### src/rtl/rr_arb_sel6_if.sv
// Handshake bundle between six data sources, the round-robin selector and its downstream consumer.
// master = the side driving requests, data and ready; slave = the selector itself.
interface rr_arb_sel6_if #(
    parameter int K = 4
);
    logic [5:0]   req;
    logic [K-1:0] d0;
    logic [K-1:0] d1;
    logic [K-1:0] d2;
    logic [K-1:0] d3;
    logic [K-1:0] d4;
    logic [K-1:0] d5;
    logic         ready;
    logic [5:0]   ack;
    logic [5:0]   gnt;
    logic [2:0]   idx;
    logic         valid;
    logic [K-1:0] q;

    modport master (
        output req, d0, d1, d2, d3, d4, d5, ready,
        input  ack, gnt, idx, valid, q
    );

    modport slave (
        input  req, d0, d1, d2, d3, d4, d5, ready,
        output ack, gnt, idx, valid, q
    );
endinterface

### src/rtl/rr_arb_sel6.sv
// Six-source round-robin selector with a one-deep registered output stage.
// The rotating pointer names the top-priority source; each capture moves it just past the winner.
module rr_arb_sel6 #(
    parameter int K = 4
) (
    input logic        clk,
    input logic        rst_n,
    rr_arb_sel6_if.slave arb
);
    typedef enum logic {
        IDLE = 1'b0,
        HOLD = 1'b1
    } state_t;

    state_t       state_q;
    logic [2:0]   ptr_q;
    logic [2:0]   ptr_d;
    logic [2:0]   idx_q;
    logic [5:0]   gnt_q;
    logic [K-1:0] q_q;

    logic [K-1:0] d_arr [6];
    logic [3:0]   pos;
    logic [2:0]   win;
    logic         win_found;
    logic [5:0]   win_oh;
    logic         load;

    always_comb begin
        d_arr[0] = arb.d0;
        d_arr[1] = arb.d1;
        d_arr[2] = arb.d2;
        d_arr[3] = arb.d3;
        d_arr[4] = arb.d4;
        d_arr[5] = arb.d5;
    end

    // Walk the six positions starting at the pointer; the first live request wins.
    always_comb begin
        win       = 3'd0;
        win_found = 1'b0;
        pos       = 4'd0;
        for (int off = 0; off < 6; off++) begin
            pos = {1'b0, ptr_q} + 4'(off);
            if (pos >= 4'd6) begin
                pos = pos - 4'd6;
            end
            if (!win_found && arb.req[pos[2:0]]) begin
                win       = pos[2:0];
                win_found = 1'b1;
            end
        end
    end

    // rst_n gates load so ack stays quiet while reset is held.
    assign load   = rst_n && win_found && ((state_q == IDLE) || arb.ready);
    assign win_oh = 6'(1) << win;
    assign ptr_d  = (win == 3'd5) ? 3'd0 : win + 3'd1;

    always_ff @(posedge clk or negedge rst_n) begin
        if (!rst_n) begin
            state_q <= IDLE;
            ptr_q   <= 3'd0;
            idx_q   <= 3'd0;
            gnt_q   <= 6'd0;
            q_q     <= '0;
        end else begin
            case (state_q)
                IDLE: begin
                    if (load) begin
                        q_q     <= d_arr[win];
                        gnt_q   <= win_oh;
                        idx_q   <= win;
                        ptr_q   <= ptr_d;
                        state_q <= HOLD;
                    end
                end
                HOLD: begin
                    if (load) begin
                        q_q   <= d_arr[win];
                        gnt_q <= win_oh;
                        idx_q <= win;
                        ptr_q <= ptr_d;
                    end else if (arb.ready) begin
                        // q keeps its last word after the drain; only the select goes quiet.
                        gnt_q   <= 6'd0;
                        idx_q   <= 3'd0;
                        state_q <= IDLE;
                    end
                end
                default: state_q <= IDLE;
            endcase
        end
    end

    assign arb.ack   = load ? win_oh : 6'd0;
    assign arb.gnt   = gnt_q;
    assign arb.idx   = idx_q;
    assign arb.valid = (state_q == HOLD);
    assign arb.q     = q_q;
endmodule
### src/flat_wrapper.sv
// flat-port wrapper written by rule: the top's interface ports become plain ports
module rr_arb_sel6_flat 
#(
    parameter int K = 4
)
  (clk, rst_n, arb_req, arb_d0, arb_d1, arb_d2, arb_d3, arb_d4, arb_d5, arb_ready, arb_ack, arb_gnt, arb_idx, arb_valid, arb_q);
  rr_arb_sel6_if #(.K(K)) arb_i ();
  input logic clk;
  input logic rst_n;
  input wire logic [$bits(arb_i.req)-1:0] arb_req;
  input wire logic [$bits(arb_i.d0)-1:0] arb_d0;
  input wire logic [$bits(arb_i.d1)-1:0] arb_d1;
  input wire logic [$bits(arb_i.d2)-1:0] arb_d2;
  input wire logic [$bits(arb_i.d3)-1:0] arb_d3;
  input wire logic [$bits(arb_i.d4)-1:0] arb_d4;
  input wire logic [$bits(arb_i.d5)-1:0] arb_d5;
  input wire logic [$bits(arb_i.ready)-1:0] arb_ready;
  output wire logic [$bits(arb_i.ack)-1:0] arb_ack;
  output wire logic [$bits(arb_i.gnt)-1:0] arb_gnt;
  output wire logic [$bits(arb_i.idx)-1:0] arb_idx;
  output wire logic [$bits(arb_i.valid)-1:0] arb_valid;
  output wire logic [$bits(arb_i.q)-1:0] arb_q;
  assign arb_i.req = arb_req;
  assign arb_i.d0 = arb_d0;
  assign arb_i.d1 = arb_d1;
  assign arb_i.d2 = arb_d2;
  assign arb_i.d3 = arb_d3;
  assign arb_i.d4 = arb_d4;
  assign arb_i.d5 = arb_d5;
  assign arb_i.ready = arb_ready;
  assign arb_ack = arb_i.ack;
  assign arb_gnt = arb_i.gnt;
  assign arb_idx = arb_i.idx;
  assign arb_valid = arb_i.valid;
  assign arb_q = arb_i.q;
  rr_arb_sel6 #(.K(K)) u_core (.clk(clk), .rst_n(rst_n), .arb(arb_i));
endmodule
### config.mk
export PLATFORM = sky130hd
export DESIGN_NAME = rr_arb_sel6_flat
export DESIGN_NICKNAME = d
export VERILOG_FILES = /design/src/rtl/rr_arb_sel6_if.sv /design/src/rtl/rr_arb_sel6.sv /design/src/flat_wrapper.sv
export SDC_FILE = /design/constraint.sdc
export NUM_CORES = 1
export LEC_CHECK = 0
export BUFFER_PORTS_ARGS = -buffer_cell sky130_fd_sc_hd__clkbuf_2
export CAP_MARGIN = 5
export CORE_MARGIN = 3
export CORE_UTILIZATION = 30
export DETAILED_ROUTE_END_ITERATION = 8
export GPL_ROUTABILITY_DRIVEN = 0
export PLACE_DENSITY_LB_ADDON = 0.25
export SYNTH_ARGS = -nofsm -noshare
export SYNTH_HDL_FRONTEND = slang
export SYNTH_SLANG_ARGS = --single-unit
### constraint.sdc
create_clock -name clk -period 7.8 [get_ports clk]
set_input_delay 0.78 -clock clk [delete_from_list [all_inputs] [get_ports clk]]
set_output_delay 0.78 -clock clk [all_outputs]
set_load 0.005 [all_outputs]
==> results of run 1 <==
-- cell families (layout without fill, tap and decap cells) --
| family | after synthesis | after routing |
|---|---|---|
| adder cells (fa/ha/maj) | 8 | 8 |
| buffers and inverters | 20 | 66 |
| flip-flops | 17 | 17 |
| AND/OR/NAND/NOR | 84 | 84 |
| AO/OA/AOI/OAI | 70 | 70 |
| XOR/XNOR | 5 | 5 |
| multiplexers | 18 | 18 |
-- per-stage QoR --
stage	hold WS [ns]	cells	setup slack (ns)	cell area, um2
3_5_place_dp	0.4694	341	2.895	2297
5_1_grt	0.4954	345	2.178	2342
2_1_floorplan	0.4733	222	3.847	2022
3_3_place_gp	0.4599	341	3.014	2297
4_1_cts	0.4862	345	2.601	2342
6_report	0.4616	345	2.595	2342
-- metal layers --
metal / share of wire (%) / wire [um] / track usage, % / up-vias
met2: 48 / 2554 / 23.01 / 46
met5: 0 / 0 / 0 / -
met4: 0.91 / 48 / 2.335 / 0
met3: 3.5 / 185 / 2.070 / 6
li1: - / - / - / 947
met1: 47 / 2477 / 18.99 / 898
-- worst register-to-register path, stage by stage, from the launching register on --
cell,delay (ns)
dfrtp_1,0.54
inv_1,0.16
ha_1,0.74
nor2b_1,0.14
o32a_1,0.38
a221oi_2,0.32
o21a_1,0.21
nand4_1,0.10
a211oi_2,0.71
nor4b_2,0.21
a221o_1,0.38
or4b_1,0.48
-- path summary, 6_finish.rpt --
path,start,to,slack [ns]
min in group clk,u_core.arb.gnt[0],u_core.arb.gnt[0],0.48
max in group asynchronous,rst_n,u_core.arb.gnt[5],7.02
min reg2reg,u_core.arb.gnt[0],u_core.arb.gnt[0],0.48
max,u_core.ptr_q[1],arb_ack[5],2.59
min,rst_n,u_core.arb.gnt[3],0.46
max reg2reg,u_core.ptr_q[1],u_core.arb.q[0],3.29
-- cell usage after synthesis, types with 3 or more instances --
cell type,instances
dfrtp_1,17
nand2_1,15
nor2_1,12
mux2i_1,11
a21oi_1,9
ha_1,8
inv_1,8
o21ai_0,8
a21o_1,7
nor3b_1,7
nor2b_1,6
nor3_1,6
and2_1,5
nand3_1,5
a221o_1,4
a31oi_1,4
buf_2,4
o211ai_1,4
or4b_1,4
a211oi_1,3
buf_6,3
mux2_2,3
nand2b_1,3
nor4b_2,3
o21a_1,3
o21ai_1,3
-- registers in the layout (all words and copies together), names as in the netlist --
| register | cells |
|---|---|
| u_core.ptr_q | 3 |
| u_core.arb.idx | 3 |
| u_core.arb.q | 4 |
| u_core.arb.valid | 1 |
| u_core.arb.gnt | 6 |
-- area by class of cell --
class / instances / area [um2]
flip-flops and latches: 17 / 425.4
inverters: 9 / 33.78
well taps: 77 / 96.34
clock buffers: 4 / 45.04
multi-input cells: 185 / 1474
repair buffers: 53 / 267.8
fillers: 673 / 4080
==> metrics.md, run 1 <==
| Metric | Value |
|---|---|
| Status | completed |
| I/O pin total | 53 |
| Sequential area share after synthesis | 21.04% |
| Worst-Margin Slew | 0.8333 ns |
| Vias in the first global route | 1770 |
| Clock buffer depth | 2 |
| Detailed router's first-iteration violation count | 144 |
| Post-synth EDFFs | 0 |
| Endpoints failing setup | 0 |
| Slowest Stage Delay on Critical Path | 0.73 ns |
| Most frequent cells in the layout | clkbuf_2 (52), dfrtp_1 (17), nand2_1 (15) |
| CTS tree | built |
| Max-slew violation count | 0 |
| Hold crit path type | input pin to asynchronous set/reset pin |
| Setup Total Neg Slack | 0 ns |
| Nature of the critical path endpoint | output pin |
| Post-synth ARST share | 100.0% |
| Max-cap violations | 0 |
| First-pass GRT wire length | 8576 um |
| Site Rows | 29 |
| Largest family of logic cells by synthesized area | compound AO/OA/AOI/OAI gates |
| Cts bufs inserted | 3 |
| Largest net degree at the start of global routing | 29 |
| Max Fclk | 0.1921 GHz |
| Slew HR | 44.34% |
| Number of cells on the critical path | 10 |
| Initial antenna violation count | 0 |
| Post-synthesis mux area share | 10.77% |
| Final hold violation count | 0 |
| DR vias/cell | 5.499 |
| DIE WIDTH | 88.10 um |
| Per-cell routed wire length | 15.26 um |
| CP Class | register to output pin |
| CTS Root Cell | clkbuf_8 |
| Hold_buf cts | 0 |
| Clk_lat worst skew | 0.25 ns |
| CTS resizes | 0 |
| Ratio of final minimum period to clock period | 66.74% |
| Xor/xnor share of the synthesized area | 2.908% |
| CP cell instances | inv_1 -> ha_1 -> nor2b_1 -> o32a_1 -> a221oi_2 -> o21a_1 -> nand4_1 -> a211oi_2 -> nor4bb_2 -> clkbuf_2 |
| Layout area overhead | 15.84% |
| Leading area contributor after synthesis | dfrtp_1 |
| GRT Total Usage | 13.74% |
| Drt total wl | 5266 um |
| Tmin final | 5.205 ns |
| Core area | 0.006422 mm2 |
| #FFs+latches synth | 17 |
| Die Footprint | 0.007761 mm2 |
| Netlist cell types | 74 |
| Adder-cell share of the synthesized area | 4.950% |
| HPWL Detailed | 4167 um |
| Layout cells sized above 1 | 31.72% |
| Overflow after GRT | 0 |
| Required time worst endpoint | 7.02 ns |
| CTS clk-pin slew, worst paths | 0.07 ns |
| Post-route ant nets | 0 |
| Synth Instances | 222 |
| Final nets | 310 |
| R2R depth | 11 |
| Avg Inst Size Synth | 9.108 um2 |
| Vias | 1897 |
| RSZ-0062 raised after global routing | no |
| Syn_nets | 263 |
| Synth Area in Compound Gates | 27.60% |
| Commonest non-fill, non-tap cell in the layout | clkbuf_2 |
| H-tree levels | 1 |
| Critical Path Source Type | register |
| Clock Sinks | 17 |
| Crit-path slowest cell | ha_1 |
| Synthesized area | 0.002022 mm2 |
| Post-CTS Setup Inserts | 0 |
| Initial core utilization | 31.48% |
| PortBufs | 52 |
| DRT Pass-1 Iters | 4 |
| Die height | 88.10 um |
| Worst path bufs/invs | 2 |
| Simple-Gate Fraction of Synth Area | 26.67% |
| Crit-path leading delay family | compound AO/OA/AOI/OAI gates |
| Crit path max fanout | 23 |
| Top post-synthesis cells by area | dfrtp_1 (21%), mux2i_1 (5.4%), ha_1 (5.0%) |
| Top cell type's share of synthesized area | 21.04% |
| Core Util, Final | 36.47% |
| Post-Route Skew | 0.004340 ns |
| Main synth FF type | dfrtp_1 |
| Ant diodes | 0 |
| Arrival time worst endpoint | 4.43 ns |
| Syn. warnings | 0 |
| Remaining DRCs | 0 |
Power of run 1 is not shown: default switching activity piles up to over one toggle a cycle in this logic, so the estimate is an artifact.
==> run 2: changes to the inputs <==
==> constraint.sdc (replaced) <==
create_clock -name clk -period 4.7 [get_ports clk]
set_input_delay 0.47 -clock clk [delete_from_list [all_inputs] [get_ports clk]]
set_output_delay 0.47 -clock clk [all_outputs]
set_load 0.005 [all_outputs]
==> metrics.md, run 2 (synthesis gave the netlist of run 1 again) <==
| Metric | Value |
|---|---|
| Critical Path Source Type | register |
| DR vias/cell | 5.562 (+1.1%) |
| HPWL Detailed | 4343 um (+4.2%) |
| CTS resizes | 0 (unchanged) |
| Status | completed |
| DP Cell Count | 345 (+1.2%) |
| Clock Sinks | 17 (unchanged) |
| Largest register FFs | 6 (unchanged) |
| Clk_lat worst skew | 0.25 ns (about the same) |
| CP startpoint | u_core.ptr_q[2] |
| RSZ-0062 raised after global routing | no |
| Per-cell routed wire length | 15.62 um (+2.3%) |
| Max-cap violations | 0 (unchanged) |
| CTS clk-pin slew, worst paths | 0.07 ns (about the same) |
| Ratio of final minimum period to clock period | 91.41% |
| Nature of the critical path endpoint | output pin |
| Required time worst endpoint | 4.23 ns (-2.79 ns) |
| Commonest non-fill, non-tap cell in the layout | clkbuf_2 |
| Post-Layout Inst Area | 0.002372 mm2 (+1.3%) |
| Tmin final | 4.296 ns |
| Placed Area | 0.002327 mm2 (+1.3%) |
| Cts bufs inserted | 3 (unchanged) |
| Setup Total Neg Slack | 0 ns (unchanged) |
| Post-Route Skew | 0.003581 ns (-0.0007590 ns) |
| H-tree levels | 1 (unchanged) |
| Arrival time worst endpoint | 3.83 ns (-0.60 ns) |
| Initial core utilization | 31.48% (unchanged) |
| Slew HR | 43.45% (-0.89 points) |
| Clock buffer depth | 2 (unchanged) |
| Core area | 0.006422 mm2 (unchanged) |
| Initial antenna violation count | 0 (unchanged) |
| PortBufs | 52 (unchanged) |
| CP Capture Point | arb_ack[5] |
| Post-route ant nets | 0 (unchanged) |
| Final hold violation count | 0 (unchanged) |
| Max Fclk | 0.2328 GHz |
| Ant diodes | 0 (unchanged) |
| FILL cells | 673 (unchanged) |
| I/O pin total | 53 (unchanged) |
| Vias in the first global route | 1833 (+3.6%) |
| Max-slew violation count | 0 (unchanged) |
| Detailed router's first-iteration violation count | 111 (-23%) |
| Vias | 1941 (+2.3%) |
| Overflow after GRT | 0 (unchanged) |
| Drt total wl | 5450 um (+3.5%) |
| Final worst setup slack | 0.4040 ns (-2.191 ns) |
| Largest net degree at the start of global routing | 24 (-17%) |
| Remaining DRCs | 0 (unchanged) |
| First-pass GRT wire length | 9101 um (+6.1%) |
| Hold crit path type | input pin to asynchronous set/reset pin |
| Die height | 88.10 um (unchanged) |
| Layout area overhead | 17.33% |
| Worst-Margin Slew | 0.8483 ns (+0.01491 ns) |
| Reg2reg setup slack | 0.77 ns (-2.52 ns) |
| CTS Root Cell | clkbuf_8 |
| Endpoints failing setup | 0 (unchanged) |
| Non-Filler Instances | 349 (+1.2%) |
| Crit path max fanout | 14 (-39%) |
| Final nets | 314 (+1.3%) |
| Hold_buf cts | 0 (unchanged) |
| R2R depth | 9 (-2) |
| Most frequent cells in the layout | clkbuf_2 (52), dfrtp_1 (17), nand2_1 (15) |
| Layout cells sized above 1 | 32.72% (+1.0 points) |
| Die Footprint | 0.007761 mm2 (unchanged) |
| CTS tree | built |
| Place WS | 0.7047 ns (-2.190 ns) |
| GRT Total Usage | 14.52% (+0.79 points) |
| RR Startpoint | u_core.ptr_q[2] |
| DIE WIDTH | 88.10 um (unchanged) |
| Post-CTS Setup Inserts | 0 (unchanged) |
| Worst reg2reg endpoint | u_core.arb.q[3] |
| DRT Pass-1 Iters | 4 (unchanged) |
| Site Rows | 29 (unchanged) |
| CP Class | register to output pin |
## run 2: changes by cell type in the layout (fill, tap and decap cells not counted)
cell	change
buf_4	+4
## run 2: worst min-delay path by stage
| stage | end | cells past startpoint | from |
|---|---|---|---|
| 3_3_place_gp | u_core.arb.gnt[1] | 1 | rst_n |
| 6_report | u_core.arb.gnt[3] | 1 | rst_n |
| 3_5_place_dp | u_core.arb.gnt[3] | 1 | rst_n |
| 4_1_cts | u_core.arb.gnt[3] | 1 | rst_n |
| 5_1_grt | u_core.arb.gnt[3] | 1 | rst_n |
| 2_1_floorplan | u_core.arb.gnt[0] | 0 | rst_n |
## run 2: final cells by class
type | instances | area (um2) | share of cell area [%]
Timing Repair Buffer | 57 | 297.8 | 12.55
Inverter | 9 | 33.78 | 1.424
Sequential cell | 17 | 425.4 | 17.93
Multi-Input combinational cell | 185 | 1474 | 62.13
Tap cell | 77 | 96.34 | 4.061
Clock buffer | 4 | 45.04 | 1.899
## run 2: worst max-delay path, cell delays in order, from the launching register on
cell and delay [ns]:
dfrtp_1 0.59, ha_1 0.47, or4_1 0.60, a211o_1 0.40, and3_1 0.19, o211a_1 0.14
a211oi_2 0.31, nor4bb_2 0.65, clkbuf_2 0.22
## run 2: metal layers
layer | up-vias | part of all wire [%] | GRT usage [%] | wire length (um)
li1 | 951 | - | - | -
met1 | 931 | 46 | 19.95 | 2488
met2 | 49 | 47 | 23.49 | 2580
met3 | 10 | 4.1 | 2.258 | 224
met4 | 0 | 2.9 | 4.396 | 157
met5 | - | 0 | 0 | 0
## run 2: metrics by stage
step	utilization [%]	hold WS, ns
2_1_floorplan	-	0.1744
3_3_place_gp	36.24	0.4493
3_5_place_dp	36.24	0.4549
4_1_cts	36.94	0.1762
5_1_grt	36.94	0.2053
6_report	36.94	0.1614
Power of run 2 is left out for the same reason.
==> run 3: changes to the inputs <==
--- a/config.mk
+++ b/config.mk
@@ -7,8 +7,9 @@
 export LEC_CHECK = 0
 export BUFFER_PORTS_ARGS = -buffer_cell sky130_fd_sc_hd__clkbuf_2
 export CAP_MARGIN = 5
+export CORE_ASPECT_RATIO = 1.75
 export CORE_MARGIN = 3
-export CORE_UTILIZATION = 30
+export CORE_UTILIZATION = 49
 export DETAILED_ROUTE_END_ITERATION = 8
 export GPL_ROUTABILITY_DRIVEN = 0
 export PLACE_DENSITY_LB_ADDON = 0.25
==> metrics.md, run 3 (synthesis gave the netlist of run 1 again) <==
| Metric | Value |
|---|---|
| HPWL Detailed | 4648 um (+7.0%) |
| Hold_buf cts | 0 (unchanged) |
| M1 wire length | 2015 um (-19%) |
| DRT Pass-1 Iters | 4 (unchanged) |
| Cts bufs inserted | 3 (unchanged) |
| Post-route ant nets | 0 (unchanged) |
| Setup Total Neg Slack | 0 ns (unchanged) |
| CTS Root Cell | clkbuf_8 |
| Core area | 0.003941 mm2 (-39%) |
| Site Rows | 30 (+3.4%) |
| Per-cell routed wire length | 17.62 um (+13%) |
| First-pass GRT wire length | 9259 um (+1.7%) |
| Total length of routed met2 wires | 3223 um (+25%) |
| Max-slew violation count | 0 (unchanged) |
| Place WS | 0.4812 ns (-0.2235 ns) |
| Detailed router's first-iteration violation count | 65 (-41%) |
| Crit path max fanout | 14 (unchanged) |
| DR vias/cell | 6.127 (+10%) |
| Highest Signal Layer | met4 |
| Arrival time worst endpoint | 3.90 ns (+0.07 ns) |
| Tmin final | 4.373 ns (+0.07729 ns) |
| Worst hold margin | 0.1577 ns (-0.003698 ns) |
| DIE WIDTH | 54.56 um (-38%) |
| PortBufs | 52 (unchanged) |
| Reg2reg setup slack | 0.46 ns (-0.31 ns) |
| Largest net degree at the start of global routing | 19 (-21%) |
| CTS clk-pin slew, worst paths | 0.07 ns (about the same) |
| Nature of the critical path endpoint | output pin |
| Layout area overhead | 16.77% |
| Drt total wl | 5673 um (+4.1%) |
| H-tree levels | 1 (unchanged) |
| Critical Path Source Type | register |
| Ratio of final minimum period to clock period | 93.05% (+1.6 points) |
| Worst-Margin Slew | 0.7812 ns (-0.06701 ns) |
| GRT Total Usage | 25.06% (+11 points) |
| Max-cap violations | 0 (unchanged) |
| RSZ-0062 raised after global routing | no |
| Post-Layout Inst Area | 0.002361 mm2 (-0.48%) |
| Post-Route Skew | 0.005658 ns (+0.002077 ns) |
| Remaining DRCs | 0 (unchanged) |
| Largest register FFs | 6 (unchanged) |
| CP Class | register to output pin |
| Overflow after GRT | 0 (unchanged) |
| FILL cells | 373 (-45%) |
| Clock buffer depth | 2 (unchanged) |
| Initial core utilization | 51.30% (+20 points) |
| Vias in the first global route | 1933 (+5.5%) |
| Final hold violation count | 0 (unchanged) |
| Max Fclk | 0.2287 GHz (-1.8%) |
| Most frequent cells in the layout | clkbuf_2 (52), dfrtp_1 (17), nand2_1 (15) |
| CTS tree | built |
| Vias | 1973 (+1.6%) |
| WL met3 | 207 um (-7.6%) |
| Ant diodes | 0 (unchanged) |
| Layout cells sized above 1 | 33.58% (+0.86 points) |
| Die height | 90.98 um (+3.3%) |
| Initial antenna violation count | 0 (unchanged) |
| Placed Area | 0.002306 mm2 (-0.91%) |
| Status | completed |
| Clk_lat worst skew | 0.25 ns (about the same) |
| Die Footprint | 0.004964 mm2 (-36%) |
| Hold crit path type | input pin to asynchronous set/reset pin |
| I/O pin total | 53 (unchanged) |
| Endpoints failing setup | 0 (unchanged) |
| Final worst setup slack | 0.3267 ns (-0.07729 ns) |
| Final nets | 316 (+0.64%) |
| Clock Sinks | 17 (unchanged) |
| Required time worst endpoint | 4.23 ns (about the same) |
| Slew HR | 47.92% (+4.5 points) |
| Commonest non-fill, non-tap cell in the layout | clkbuf_2 |
[run 3: cell types whose count changed in the layout (fill, tap and decap cells not counted)]
cell / change
nor4bb_4: +1
clkinv_2: +1
nor4bb_2: -1
buf_4: +2
clkbuf_1: -1
[run 3: through the flow]
step | utilization, % | instances
floorplan | - | 222
global placement | 58.51 | 318
detailed placement | 58.51 | 318
CTS | 59.68 | 322
global route | 59.90 | 322
finish | 59.90 | 322
[run 3: final cells by class]
| class | count | area [um2] | area share [%] |
|---|---|---|---|
| clock buffer | 3 | 41.29 | 1.749 |
| clock inverter | 1 | 5.005 | 0.2120 |
| inverter | 9 | 33.78 | 1.431 |
| multi-input combinational | 185 | 1483 | 62.80 |
| sequential | 17 | 425.4 | 18.02 |
| tap | 48 | 60.06 | 2.544 |
| timing repair buffer | 59 | 312.8 | 13.25 |
[run 3: timing repair]
action	CTS	global route
resized for setup	0	1
setup buffers	0	0
endpoints found under the setup margin	0	1
[run 3: metal layers]
layer | global-route usage (%) | vias to the layer above
li1 | - | 959
met1 | 26.74 | 931
met2 | 46.10 | 67
met3 | 1.806 | 16
met4 | 11.43 | 0
met5 | 0 | -
[run 3: path summary, 6_finish.rpt]
kind                                        start           endpoint  cells past startpoint
worst min register to register  u_core.arb.gnt[3]  u_core.arb.gnt[3]                      1
worst max-delay path              u_core.ptr_q[1]         arb_ack[5]                     11
min in group clk                        arb_ready   u_core.arb.valid                      2
max in group asynchronous                   rst_n    u_core.arb.q[3]                      1
worst max register to register    u_core.ptr_q[1]    u_core.arb.q[2]                     13
worst min-delay path                        rst_n  u_core.arb.gnt[3]                      1
[run 3: worst max-delay path, stage by stage, from the launching register on]
cell and delay [ns]:
dfrtp_1 0.53, inv_1 0.15, ha_1 0.54, buf_4 0.24, o21bai_1 0.07, o32a_1 0.23, a221oi_2 0.34, o21a_1 0.24
nand4_1 0.11, a211oi_2 0.44, nor4bb_4 0.55, clkbuf_2 0.19
Power of run 3 is left out for the same reason.
